**src/rtl/uart_pkg.sv**
```systemverilog
// Shared definitions for the UART hex loader: parser state encoding and the
// ASCII byte values the parser reacts to.
package uart_pkg;

    // Parser state, also driven to the LEDs. ST_ERR is reserved; the error
    // condition is a sticky flag, not a state.
    typedef enum logic [1:0] {
        ST_IDLE = 2'd0,
        ST_DATA = 2'd1,
        ST_ADDR = 2'd2,
        ST_ERR  = 2'd3
    } parser_state_t;

    localparam logic [7:0] ASCII_AT   = 8'h40;
    localparam logic [7:0] ASCII_G_UP = 8'h47;
    localparam logic [7:0] ASCII_G_LO = 8'h67;
    localparam logic [7:0] ASCII_LF   = 8'h0A;
    localparam logic [7:0] ASCII_CR   = 8'h0D;
    localparam logic [7:0] ASCII_SP   = 8'h20;

    // Word/address terminators: line feed, carriage return, space.
    function automatic logic is_terminator(input logic [7:0] b);
        return (b == ASCII_LF) || (b == ASCII_CR) || (b == ASCII_SP);
    endfunction

endpackage

```
**src/rtl/hex_nibble_decode.sv**
```systemverilog
// Combinational ASCII hex digit decoder; accepts 0-9, a-f and A-F.
module hex_nibble_decode (
    input  logic [7:0] byte_in,
    output logic       is_hex,
    output logic [3:0] nibble
);

    // Classify the byte and map it to its 4-bit value.
    always_comb begin
        is_hex = 1'b0;
        nibble = 4'd0;
        if (byte_in >= 8'h30 && byte_in <= 8'h39) begin
            is_hex = 1'b1;
            nibble = byte_in[3:0];
        end else if ((byte_in >= 8'h41 && byte_in <= 8'h46) ||
                     (byte_in >= 8'h61 && byte_in <= 8'h66)) begin
            // 'A'/'a' have low nibble 1, so add 9 to land on 10..15.
            is_hex = 1'b1;
            nibble = byte_in[3:0] + 4'd9;
        end
    end

endmodule

```
**src/rtl/uart_hex_loader.sv**
```systemverilog
// ASCII hex loader: turns the UART byte stream into memory writes and a go
// pulse for the mini-EDSAC store.
// Optional build macro UART_HEX_LOADER_ECHO_EN adds a byte echo port
// (tx_data/tx_valid/tx_ready).
module uart_hex_loader
    import uart_pkg::*;
#(
    parameter int ADDR_W = 10,
    parameter int WORD_W = 18
) (
    input  logic              clk,
    input  logic              rst,
    input  logic [7:0]        rx_data,
    input  logic              rx_strobe,
    output logic [ADDR_W-1:0] mem_addr,
    output logic [WORD_W-1:0] mem_wdata,
    output logic              mem_we,
    output logic              go,
    output logic              error,
`ifdef UART_HEX_LOADER_ECHO_EN
    output logic [7:0]        tx_data,
    output logic              tx_valid,
    input  logic              tx_ready,
`endif
    output logic [1:0]        state_out
);

    // The accumulator must hold either a full word or a full address.
    localparam int ACC_W = (ADDR_W > WORD_W) ? ADDR_W : WORD_W;

    parser_state_t     state_reg, state_next;
    logic [ADDR_W-1:0] addr_reg, addr_next;
    logic [ACC_W-1:0]  acc_reg, acc_next;
    logic              seen_reg, seen_next;
    logic [ADDR_W-1:0] mem_addr_reg, mem_addr_next;
    logic [WORD_W-1:0] mem_wdata_reg, mem_wdata_next;
    logic              mem_we_reg, mem_we_next;
    logic              go_reg, go_next;
    logic              error_reg, error_next;

    logic              is_hex;
    logic [3:0]        nibble;

    hex_nibble_decode u_decode (
        .byte_in (rx_data),
        .is_hex  (is_hex),
        .nibble  (nibble)
    );

    // Parser state and datapath registers.
    always_ff @(posedge clk) begin
        if (rst) begin
            state_reg     <= ST_IDLE;
            addr_reg      <= '0;
            acc_reg       <= '0;
            seen_reg      <= 1'b0;
            mem_addr_reg  <= '0;
            mem_wdata_reg <= '0;
            mem_we_reg    <= 1'b0;
            go_reg        <= 1'b0;
            error_reg     <= 1'b0;
        end else begin
            state_reg     <= state_next;
            addr_reg      <= addr_next;
            acc_reg       <= acc_next;
            seen_reg      <= seen_next;
            mem_addr_reg  <= mem_addr_next;
            mem_wdata_reg <= mem_wdata_next;
            mem_we_reg    <= mem_we_next;
            go_reg        <= go_next;
            error_reg     <= error_next;
        end
    end

    // Byte classification, next-state and registered output decisions.
    always_comb begin
        state_next     = state_reg;
        addr_next      = addr_reg;
        acc_next       = acc_reg;
        seen_next      = seen_reg;
        mem_addr_next  = mem_addr_reg;
        mem_wdata_next = mem_wdata_reg;
        mem_we_next    = 1'b0;
        go_next        = 1'b0;
        error_next     = error_reg;

        if (rx_strobe) begin
            if (is_hex) begin
                // Shift in the new digit; older digits fall off the top.
                acc_next  = {acc_reg[ACC_W-5:0], nibble};
                seen_next = 1'b1;
                if (state_reg != ST_ADDR) begin
                    state_next = ST_DATA;
                end
            end else if (rx_data == ASCII_AT) begin
                acc_next   = '0;
                seen_next  = 1'b0;
                state_next = ST_ADDR;
            end else if (is_terminator(rx_data)) begin
                if (seen_reg && state_reg == ST_DATA) begin
                    mem_we_next    = 1'b1;
                    mem_addr_next  = addr_reg;
                    mem_wdata_next = acc_reg[WORD_W-1:0];
                    addr_next      = addr_reg + ADDR_W'(1);
                end else if (seen_reg && state_reg == ST_ADDR) begin
                    addr_next = acc_reg[ADDR_W-1:0];
                end
                acc_next   = '0;
                seen_next  = 1'b0;
                state_next = ST_IDLE;
            end else if (rx_data == ASCII_G_UP || rx_data == ASCII_G_LO) begin
                go_next    = 1'b1;
                acc_next   = '0;
                seen_next  = 1'b0;
                state_next = ST_IDLE;
            end else begin
                error_next = 1'b1;
                acc_next   = '0;
                seen_next  = 1'b0;
                state_next = ST_IDLE;
            end
        end
    end

    assign mem_addr  = mem_addr_reg;
    assign mem_wdata = mem_wdata_reg;
    assign mem_we    = mem_we_reg;
    assign go        = go_reg;
    assign error     = error_reg;
    assign state_out = state_reg;

`ifdef UART_HEX_LOADER_ECHO_EN
    logic [7:0] tx_data_reg;
    logic       tx_valid_reg;

    // Echo holding register: capture a byte only when the slot is empty;
    // bytes arriving while a previous echo is still pending are not echoed.
    always_ff @(posedge clk) begin
        if (rst) begin
            tx_data_reg  <= 8'd0;
            tx_valid_reg <= 1'b0;
        end else if (tx_valid_reg && tx_ready) begin
            tx_valid_reg <= 1'b0;
        end else if (!tx_valid_reg && rx_strobe) begin
            tx_valid_reg <= 1'b1;
            tx_data_reg  <= rx_data;
        end
    end

    assign tx_data  = tx_data_reg;
    assign tx_valid = tx_valid_reg;
`endif

endmodule

```
**config.mk**
```make
export PLATFORM = sky130hd
export DESIGN_NAME = uart_hex_loader
export DESIGN_NICKNAME = d
export VERILOG_FILES = /design/src/rtl/uart_pkg.sv /design/src/rtl/hex_nibble_decode.sv /design/src/rtl/uart_hex_loader.sv
export SDC_FILE = /design/constraint.sdc
export NUM_CORES = 1
export LEC_CHECK = 0
export ABC_AREA = 1
export BUFFER_PORTS_ARGS = -buffer_cell sky130_fd_sc_hd__buf_2
export CORE_ASPECT_RATIO = 1.1
export CORE_UTILIZATION = 55
export DETAILED_ROUTE_END_ITERATION = 6
export GPL_TIMING_DRIVEN = 0
export PLACE_DENSITY = 0.77
export REMOVE_ABC_BUFFERS = 1
export SYNTH_ARGS = -nofsm -noshare
export SYNTH_HDL_FRONTEND = slang
export SYNTH_HIERARCHICAL = 1
export SYNTH_SLANG_ARGS = --single-unit
```
**constraint.sdc**
```tcl
create_clock -name clk -period 3.2 [get_ports clk]
set_input_delay 0.48 -clock clk [delete_from_list [all_inputs] [get_ports clk]]
set_output_delay 0.48 -clock clk [all_outputs]
set_load 0.02 [all_outputs]
```
# After elaboration in Yosys (flattened, before gate mapping)
# Cells that the tools add are included.
[word_totals]
output_inout_bits = 33
in_bits = 11
ff_bits = 62
wordCells = 61
[op_classes]
add_sub_neg = 2
muxes = 13
eq_ne = 10
n_bitwise = 5
n_lt_le_gt_ge = 6
n_reduce_logical = 16
[op_table]
columns = ["operator", "count"]
rows = [
  ["8-bit by 7-bit == test with 1-bit output (second input constant)", 3],
  ["10-bit two-way mux", 2],
  ["18-bit two-way mux", 1],
  ["8-bit by 4-bit == test with 1-bit output (second input constant)", 2],
  ["8-bit by 7-bit >= comparator with 1-bit output (second input constant)", 2],
  ["8-bit by 7-bit <= comparator with 1-bit output (second input constant)", 2],
  ["5-bit AND reduction", 3],
  ["10-bit by 1-bit adder with 10-bit output (second input constant)", 1],
  ["5-bit OR reduction", 2],
  ["8-bit by 6-bit == test with 1-bit output (second input constant)", 1],
  ["8-bit by 6-bit >= comparator with 1-bit output (second input constant)", 1],
  ["8-bit by 6-bit <= comparator with 1-bit output (second input constant)", 1],
  ["4-bit two-way mux", 2],
  ["2-bit two-way mux", 3],
  ["1-bit logical AND", 5],
  ["1-bit two-way mux", 5],
  ["1-bit inverter", 5],
  ["4-bit adder (second input constant)", 1],
  ["1-bit logical OR", 4],
  ["2-bit by 1-bit == test with 1-bit output (second input constant)", 1],
  ["2-bit == test (second input constant)", 1],
  ["2-bit by 1-bit != test with 1-bit output (second input constant)", 1],
  ["2-bit != test (second input constant)", 1],
  ["2-bit AND reduction", 1],
  ["2-bit nonzero test", 1],
]

# Logic depth before layout (Yosys ltp)
# Gate-level depths: netlist (run 1).
[depth]
word_depth = 7
mapped_depth = 15
ltp_nobuf = 13

# Hierarchy
# The synthesis (run 1) kept the hierarchy.
[by_module_without_submodules]
columns = ["mod", "area_per_inst_um2", "instances", "cells_each", "seq_area_each_um2"]
rows = [
  ["uart_hex_loader", 2852.7, 1, 442, 1241.2],
  ["hex_nibble_decode", 175.2, 1, 33, 0.0],
]

# Worst setup path before layout (run 1)
# OpenSTA, ideal clock, no wires.
[synth_path]
kind = "input to register"
start = "input port rx_data[0]"
end = "register mem_addr_reg[1], in the netlist mem_addr[1]"
arrival_time_ns = 1.899
slack_ns = 1.189
n_path_buf = 2
required_ns = 3.087
setup_time_ns = 0.113
path_stages = 14
path_cell_list = "inv_1 > ha_1 > nor2_1 > o21ai_1 > nand2_1 > nand2_1 > inv_1 > nand2_1 > a21oi_4 > nand3_2 > buf_6 > buf_2 > nor2_1 > nor2_1"
[synth_between]
elab_chain_len = 7
elab_cells_between_ends = 21
cone_classes = "order compare (6); eq/ne (4); mux (2); bitwise (2); reduce/logical (7)"
[synth_rtl]
columns = ["item", "line_no", "source"]
rows = [
  ["start: declaration", "uart_hex_loader.sv:13", "input logic [7:0] rx_data,"],
  ["8-bit by 7-bit >= comparator with 1-bit output (tied with other cells)", "hex_nibble_decode.sv:15", "end else if ((byte_in >= 8'h41 && byte_in <= 8'h46) ||"],
  ["1-bit logical AND (on tied branches)", "hex_nibble_decode.sv:15, hex_nibble_decode.sv:16", ""],
  ["1-bit logical OR", "hex_nibble_decode.sv:15", ""],
  ["1-bit two-way mux", "hex_nibble_decode.sv:15", ""],
  ["1-bit two-way mux *", "hex_nibble_decode.sv:12", "if (byte_in >= 8'h30 && byte_in <= 8'h39) begin"],
  ["net is_hex", "uart_hex_loader.sv:41", "logic is_hex;"],
  ["1-bit inverter (no line) *", "n/a", ""],
  ["5-bit AND reduction (no line) *", "n/a", ""],
  ["end signal: assignment", "uart_hex_loader.sv:67", "mem_addr_reg <= mem_addr_next;"],
  ["end: declaration", "uart_hex_loader.sv:35", "logic [ADDR_W-1:0] mem_addr_reg, mem_addr_next;"],
]
# The timed path passes the listed nets; every way through them passes the cells marked *.
# A chain may end at the register's enable or synchronous reset.

# Final worst setup path (run 1)
[layout_path]
start = "input port rx_data[1]"
end = "register mem_wdata_reg[4], in the netlist mem_wdata[4]"
[layout_between]
elab_chain_len = 7
elab_cells_between_ends = 21
cone_classes = "order compare (6); eq/ne (4); mux (2); bitwise (2); reduce/logical (7)"
[layout_rtl]
columns = ["item", "line_no", "source"]
rows = [
  ["8-bit by 7-bit >= comparator with 1-bit output (tied with other cells)", "hex_nibble_decode.sv:15", ""],
  ["1-bit logical AND (on tied branches)", "hex_nibble_decode.sv:15, hex_nibble_decode.sv:16", ""],
  ["1-bit logical OR", "hex_nibble_decode.sv:15", ""],
  ["1-bit two-way mux", "hex_nibble_decode.sv:15", ""],
  ["1-bit two-way mux *", "hex_nibble_decode.sv:12", ""],
  ["net is_hex", "uart_hex_loader.sv:41", ""],
  ["1-bit inverter (no line) *", "n/a", ""],
  ["5-bit AND reduction (no line) *", "n/a", ""],
  ["end signal: assignment", "uart_hex_loader.sv:68", "mem_wdata_reg <= mem_wdata_next;"],
  ["end: declaration", "uart_hex_loader.sv:36", "logic [WORD_W-1:0] mem_wdata_reg, mem_wdata_next;"],
]
# Marked as above.

==> results.md, run 1 <==
* Final setup violation count at 0
* Router iterations before antenna repair at 4
* Synth top area share at 41.0%
* Slew HR at between 20 and 30%
* Clock Skew at 8.46 ps
* Initial DRC Count at about 220
* Worst vdd ir at about 0.22 mV
* Synthesized flop and latch total at 62
* Routed wire length per instance at 11.3 um
* CP Launch Type: input pin
* Flop pwr share at 52.5%
* Fin. Hold Viols at 0
* Commonest cells after routing, fill and taps aside: nand2_1, nor2_1, dfxtp_1
* Antenna Violating Nets Remaining at 0
* Reg area at 0.00124 mm2
* Synth cell types at 27
* Multi-input gate area in the final layout at 0.00151 mm2
* Clk slew on worst S/H paths at 70 ps
* PwrDens at between 400 and 500 mW/mm2
* P_sw at 0.000366 W
* IO Count at 44
* First-pass GRT wire length at roughly 11 mm
* Number of vias per cell at 5.01
* Leak at 1.82 nW
* Share of layout cells above drive strength 1 at 14.5%
* Critical path arrival at 3030 ps
* Pin count of the biggest net entering global routing at 57
* CP Class: in2reg
* GRT Residual Overflow at 0
* Clk pwr share at between 40% and 50%
* Final min period at 2810 ps
* Clock Path Buffers at 2
* Warnings from Yosys at 6
* Post-Syn Instances at around 480
* CTS tree: built
* Critical path endpoint category: flip-flop
* Worst slew pin tran at 1050 ps
* P&R area growth vs syn at 13.7%
* Cell internal pwr at roughly 0.0011 W
* CTS H-tree lvls at 3
* Unrepaired setup endpoints after global routing: false
* Setup bufs post-CTS at 0
* Worst-Skew Late Latency at 340 ps
* Sequential area share after synthesis at 41.0%
* Antenna cell count at 0
* Initial Util at 59.0%
* Core ar. at 0.00513 mm2
* Status: finished clean
* Total of fill cells in the finished design at 497
* Hpwl dp at approximately 4.2 mm
* Fmax at 0.356 GHz
* Initial antenna violation count at 0
* Most common cell after layout, fill and taps aside: nand2_1
* Total GRT Usage at 24.5%
* Die area at 0.00581 mm2
* # Max-Cap Violations at 0
* Row cnt at 27
* Vias at between 2,000 and 3,000
* CTS Root Cell: clkbuf_8
* Clock sinks at 62
* Tot Pwr at about 0.0015 W
* Final GP Congestion at between 0.7 and 0.8
* I/O Buffers at 43
* Cell taking the most area after synthesis: dfxtp_1
* Die W at 72.7 um
* Vias in the first global route at 2,728
* Worst endpoint required time at 3420 ps
* Final #Nets at 526
* Synth top area cells: dfxtp_1, nand2_1, nor2_1
* Hold slack at 448 ps
* Combinational group share of total power at 5.3%
* Hold crit path type: reg2reg
* DRC at 0
* Post-Synthesis Cell Area at between 0.003 and 0.004 mm2
* Final Max Slew Viols at 0
* Die H at 79.8 um
* Core Util, Final at 67.1%
* Final period utilization at approximately 88%
* Synthesized area per cell at 6.37 um2
* Sw Share at 24.7%
* WL final at 6.63 mm
* Worst-path fanout max at 28
* Setup total negative slack at 0 ps
* CTS buffer count at 9
[Yosys cell counts (all sizes together)]
library cell	instances
nand4	1
xor2	1
clkbuf	12
dfxtp	62
nor2	86
a21oi	26
ha	4
inv	53
o21ai	9
or2	1
clkinv	1
nand2	160
nor3	4
nand3	47
a211oi	1
buf	7
[per-layer routing]
layer | GRT usage [%] | wire length, um | vias up
met5 | 0 | 0 | -
met4 | 12.4 | 149 | 0
met3 | 4.04 | 321 | 14
met2 | 44.2 | 3240 | 75
met1 | 27.6 | 2920 | 1321
li1 | - | - | 1535
[cells by family after synthesis]
group / after synthesis / share of synthesized area (%)
simple gates: 299 / 40.7
fa+ha+maj: 4 / 1.65
flops: 62 / 41.0
compound gates: 36 / 6.41
buf+inv: 73 / 10.0
xor+xnor: 1 / 0.289
[area by class of cell]
cell class / count / share of cell area [%]
well taps: 72 / 2.62
multi-input cells: 341 / 43.8
flip-flops and latches: 62 / 36.0
inverters: 54 / 5.89
clock inverters: 5 / 0.981
repair buffers: 43 / 6.25
clock buffers: 11 / 4.40
[timing repair]
action | CTS | global route
gates resized for setup | 1 | 1
hold buffers | 0 | 0
endpoints found under the hold margin | 0 | 0
endpoints found under the setup margin | 28 | 4
cloned | 0 | 1
[power by group through the flow]
stage	combinational, W	sequential [W]	clock (W)
global route	0.0000868	0.000777	0.000672
CTS	0.0000763	0.000777	0.000638
finish	0.0000778	0.000777	0.000626
floorplan	0.0000380	0.000797	0
global placement	0.0000735	0.000795	0
detailed placement	0.0000757	0.000795	0
[per-stage QoR]
step	worst slack, ps	cells	area (um2)
finish	395	588	3440
global route	145	588	3440
CTS	274	587	3430
detailed placement	-418	571	3230
global placement	-420	571	3230
floorplan	462	456	2930
[critical path: stages]
cell and delay (ps):
buf_2 160, inv_1 80, ha_1 200, nor2_1 100, nand3_1 130, nand2_1 120, nand2_1 400, inv_1 210
nand2_1 150, a21oi_4 320, nand3_4 350, nor2_1 260, nor2_1 80
[final timing paths]
check | start | endpoint | slack, ps | cells after the start
max | rx_data[1] | mem_wdata[4] | 390 | 13
min | error | error | 450 | 2
max reg2reg | state_out[1] | addr_reg[4] | 1360 | 8
min reg2reg | error | error | 450 | 2
Note: power is estimated with default switching activity, not from simulation.
==> run 2, diff against run 1 <==
REMOVE_ABC_BUFFERS = default   (was 1)
==> results.md, run 2 (synthesized netlist as in run 1, its figures left out) <==
* Status: finished clean
* CTS tree: built
* Setup total negative slack at 0 ps
* Worst setup endpoint: acc_reg[6]
* Worst setup path start: rx_data[0]
* Critical path arrival at 2410 ps
* Worst min-delay path startpoint: error
* Hold crit path type: reg2reg
* Critical path endpoint category: flip-flop
* Final Cell Area at 0.00350 mm2
* Initial DRC Count at ~180
* P&R area growth vs syn at 15.7%
* R2R Path End: mem_wdata[2]
* Initial Util at between 50% and 60%
* Final #Nets at 543
* Fin cells at 605
* CP Launch Type: input pin
* Critical path's largest stage delay at between 300 and 400 ps
* Worst endpoint required time at 3470 ps
* Most common cell after layout, fill and taps aside: nand2_1
* Slew HR at 64.9%
* Pin count of the biggest net entering global routing at 13
* Clock Path Buffers at 2
* Post_cts resized at 0
* Vias in the first global route at 2,843
* DP Area at 0.00333 mm2
* I/O Buffers at 42
* Final setup margin at 1060 ps
* Initial antenna violation count at 0
* Total GRT Usage at between 20 and 30%
* Hpwl dp at 5.20 mm
* IO Count at 44
* CP Class: in2reg
* Post-Syn Nets at 490
* CTS Root Cell: clkbuf_8
* Die W at ~73 um
* WL final at a little over 7 mm
* GRT Residual Overflow at 0
* Worst reg2reg startpoint: state_out[0]
* Placed Cells incl. Taps at 589
* Setup bufs post-CTS at 0
* Final period utilization at 66.9%
* Hold Buf Count CTS at 0
* Routed wire length per instance at roughly 12 um
* First-pass GRT wire length at 12.4 mm
* Leak at ~1.9 nW
* Critical path's slowest cell: clkbuf_1
* Setup slack, reg-to-reg at about 1600 ps
* Met3 GRT Util at 5.18%
* Clock sinks at 62
* PwrDens at 417 mW/mm2
* DRC at 0
* Total of fill cells in the finished design at 472
* Met2 usage at around 49%
* Final Max Slew Viols at 0
* Antenna cell count at 0
* Worst-path fanout max at 10
* Share of layout cells above drive strength 1 at 14.8%
* Row cnt at 27
* GR peak layer: met2
* Final setup violation count at 0
* Worst-Skew Late Latency at 350 ps
* Clock Skew at about 7.4 ps
* # Max-Cap Violations at 0
* Vias at roughly 3,000
* Die H at between 70 and 80 um
* Core ar. at 0.00513 mm2
* Final min period at 2140 ps
* Hold slack at 452 ps
* CTS buffer count at 9
* Reg2reg path depth at 7
* Number of vias per cell at just under 5
* Final GP Congestion at 0.843
* Commonest cells after routing, fill and taps aside: nand2_1, nor2_1, dfxtp_1
* Fin. Hold Viols at 0
* Pre-CTS WS at 738 ps
* Fmax at around 0.47 GHz
* Met1 Use GR at 32.3%
* Unrepaired setup endpoints after global routing: false
* Worst path cell trace: buf_2 > inv_1 > ha_1 > nor2_1 > o21ai_1 > nand2_1 > nand2_1 > clkbuf_1 > clkbuf_1 > nand3_1 > a21oi_1
* Clk slew on worst S/H paths at roughly 70 ps
* CTS H-tree lvls at 3
* Worst slew pin tran at 526 ps
* Die area at 0.00581 mm2
* Antenna Violating Nets Remaining at 0
* Router iterations before antenna repair at 4
* Worst vdd ir at around 0.33 mV
run 2: cell types whose count changed in the layout (fill, tap and decap cells not counted), moves of 2 or more:
| cell | delta |
|---|---|
| nand3_4 | -2 |
| clkbuf_1 | +12 |
| clkinv_4 | +2 |
| buf_6 | +3 |
| clkbuf_8 | -2 |
run 2: through the flow:
stage | utilization [%] | total power [W]
after CTS | 68.2 | 0.00147
final | 68.2 | 0.00146
after global routing | 68.2 | 0.00151
after global placement | 64.8 | 0.000873
after detailed placement | 64.8 | 0.000874
after floorplan | - | 0.000845
run 2: layer usage:
metal  routed length (um)  vias up
met5                    0        -
met4                  195        0
met3                  265       19
met2                 3500       61
met1                 3150     1314
li1                     -     1569
run 2: power breakdown:
group | switching (W) | internal, W
Clock | 0.000323 | 0.000281
Sequential | 0.00000275 | 0.000774
Combinational | 0.0000581 | 0.0000210
Total | 0.000384 | 0.00108
run 2: critical path, delay by kind of cell:
kind                       cells  cell delay, ps
AOI/OAI and AO/OA              2             410
and+or+nand+nor                4             360
adders and majority gates      1             170
buffers and inverters          4             980
run 2: cell type report:
cell class	instances	area (um2)	area share, %
multi-input cells	340	1480	42.4
flip-flops and latches	62	1240	35.4
repair buffers	42	210	6.00
inverters	54	203	5.79
clock buffers	9	124	3.54
plain buffers	19	100	2.86
well taps	72	90.1	2.57
clock inverters	7	51.3	1.46
run 2: worst min-delay path by stage:
stage,slack (ps),cells past startpoint,end
floorplan,450,2,acc_reg[14]
global placement,430,2,error
detailed placement,440,2,error
CTS,450,2,error
global route,500,2,acc_reg[16]
finish,450,2,error
==> run 3, diff against run 2 <==
clock period = 2.07 ns   (was 3.2 ns; I/O delays follow)
==> results.md, run 3 (synthesized netlist as in run 1, its figures left out) <==
* Status: finished clean
* Worst-path fanout max at 10
* Final GP Congestion at 0.843
* Most used cell, CP: nor2_1
* Setup bufs post-CTS at 0
* Critical path's slowest cell: ha_1
* Commonest cells after routing, fill and taps aside: nand2_1, nor2_1, dfxtp_1
* Worst path cell trace: buf_2 > inv_1 > ha_1 > nor2_1 > nand3_1 > nand2_1 > nand2_1 > inv_1 > nand2_2 > a21oi_4 > nand3_2 > buf_6 > buf_4 > nor2_1 > nor2_1
* Final Cell Area at 0.00352 mm2
* Critical path endpoint category: flip-flop
* Hold crit path type: in2reg
* Row cnt at 27
* Routed wire length per instance at 11.7 um
* Fin cells at 605
* # Max-Cap Violations at 0
* Critical path arrival at 2110 ps
* Unrepaired setup endpoints after global routing: false
* Critical path's largest stage delay at between 150 and 200 ps
* Die W at 72.7 um
* Setup slack, reg-to-reg at about 460 ps
* Core ar. at just over 0.005 mm2
* CTS tree: built
* Number of vias per cell at roughly 5
* Clock Path Buffers at 2
* Fmax at 0.534 GHz
* Worst vdd ir at 0.515 mV
* P_sw at 0.000594 W
* CTS buffer count at 9
* Final min period at ~1900 ps
* P&R area growth vs syn at 16.2%
* Initial DRC Count at 164
* Vias at 2,956
* Flop pwr share at 53.2%
* Final Max Slew Viols at 0
* PwrDens at 642 mW/mm2
* Die H at 79.8 um
* Fin. Hold Viols at 0
* Leak at 1.86 nW
* WP buf/inv at 5
* Cell internal pwr at between 0.0015 and 0.002 W
* Final period utilization at 90.5%
* Antenna Violating Nets Remaining at 0
* DP Area at 0.00333 mm2
* Total of fill cells in the finished design at 471
* Clock sinks at 62
* Sw Share at 26.3%
* CTS H-tree lvls at 3
* Clk slew on worst S/H paths at 70 ps
* Hpwl dp at 5.20 mm
* DRC at 0
* Die area at 0.00581 mm2
* Worst-Skew Late Latency at 350 ps
* Placed Cells incl. Taps at 589
* Router iterations before antenna repair at 4
* Combinational group share of total power at roughly 5.5%
* Final #Nets at 543
* CP Launch Type: input pin
* IO Count at 44
* Clk pwr share at between 40% and 50%
* Final setup violation count at 0
* Pin count of the biggest net entering global routing at 13
* GRT Residual Overflow at 0
* Most common cell after layout, fill and taps aside: nand2_1
* Initial Util at about three fifths
* CTS Root Cell: clkbuf_8
* WL final at 7.09 mm
* Initial antenna violation count at 0
* First-pass GRT wire length at approximately 12 mm
* Worst endpoint required time at 2310 ps
* CP Class: in2reg
* Vias in the first global route at 2,843
* I/O Buffers at 42
* Total GRT Usage at 28.0%
* Post-Syn Nets at 490
* Clock Skew at 7.09 ps
* Share of layout cells above drive strength 1 at between 15 and 20%
* Worst slew pin tran at about 530 ps
* Crit-path leading delay family: simple AND/OR/NAND/NOR gates
* Slew HR at 64.9%
* Antenna cell count at 0
[run 3: cell types whose count changed in the layout (fill, tap and decap cells not counted), sizes merged]
cell and delta:
clkbuf +1, buf -1
[run 3: cell type report]
cell class                      count  area, um2  area share, %
Multi-Input combinational cell    340       1490           42.4
Timing Repair Buffer               42        210           5.98
Sequential cell                    62       1240           35.3
Tap cell                           72       90.1           2.56
Buffer                             19        105           2.99
Inverter                           54        203           5.76
Clock buffer                        9        124           3.52
Clock inverter                      7       51.3           1.46
[run 3: final timing paths]
check	end	from	depth (start not counted)
max	mem_wdata[2]	rx_data[1]	15
min	go	rx_data[4]	4
max reg2reg	mem_wdata[2]	state_out[0]	7
min reg2reg	error	error	2
[run 3: metrics by stage]
| step | util [%] | total power [W] | setup slack [ps] | hold slack, ps | setup TNS, ps |
|---|---|---|---|---|---|
| 6_report | 68.5 | 0.00226 | 196 | 326 | 0 |
| 5_1_grt | 68.5 | 0.00234 | 12.9 | 345 | 0 |
| 4_1_cts | 68.2 | 0.00227 | 127 | 316 | 0 |
| 3_5_place_dp | 64.8 | 0.00135 | -222 | 436 | -6010 |
| 3_3_place_gp | 64.8 | 0.00135 | -203 | 434 | -5350 |
| 2_1_floorplan | - | 0.00131 | 228 | 446 | 0 |
[run 3: timing repair]
item,4_1_cts,5_1_grt
gates resized for setup,0,8
setup endpoints to repair,0,31
hold buffers,0,0
[run 3: metal layers]
layer / wire [um] / vias to the layer above / global-route usage (%)
met5: 0 / - / 0
met4: 173 / 0 / 13.9
met3: 243 / 15 / 5.18
met2: 3560 / 49 / 48.9
met1: 3110 / 1328 / 32.3
li1: - / 1564 / -
[run 3: power by group through the flow]
stage | Combinational (W) | Clock, W | Sequential (W)
detailed placement | 0.000122 | 0 | 0.00123
finish | 0.000124 | 0.000934 | 0.00120
CTS | 0.000122 | 0.000942 | 0.00120
floorplan | 0.0000740 | 0 | 0.00123
global route | 0.000142 | 0.00100 | 0.00120
global placement | 0.000120 | 0 | 0.00123
[run 3: worst reg2reg max path, stage by stage, from the launching register on]
cell     delay (ps)
dfxtp_1         410
nand2_1          90
nor2_2          330
nand3_2         140
buf_6           170
buf_4           170
nor2_1          120
nor2_1           70
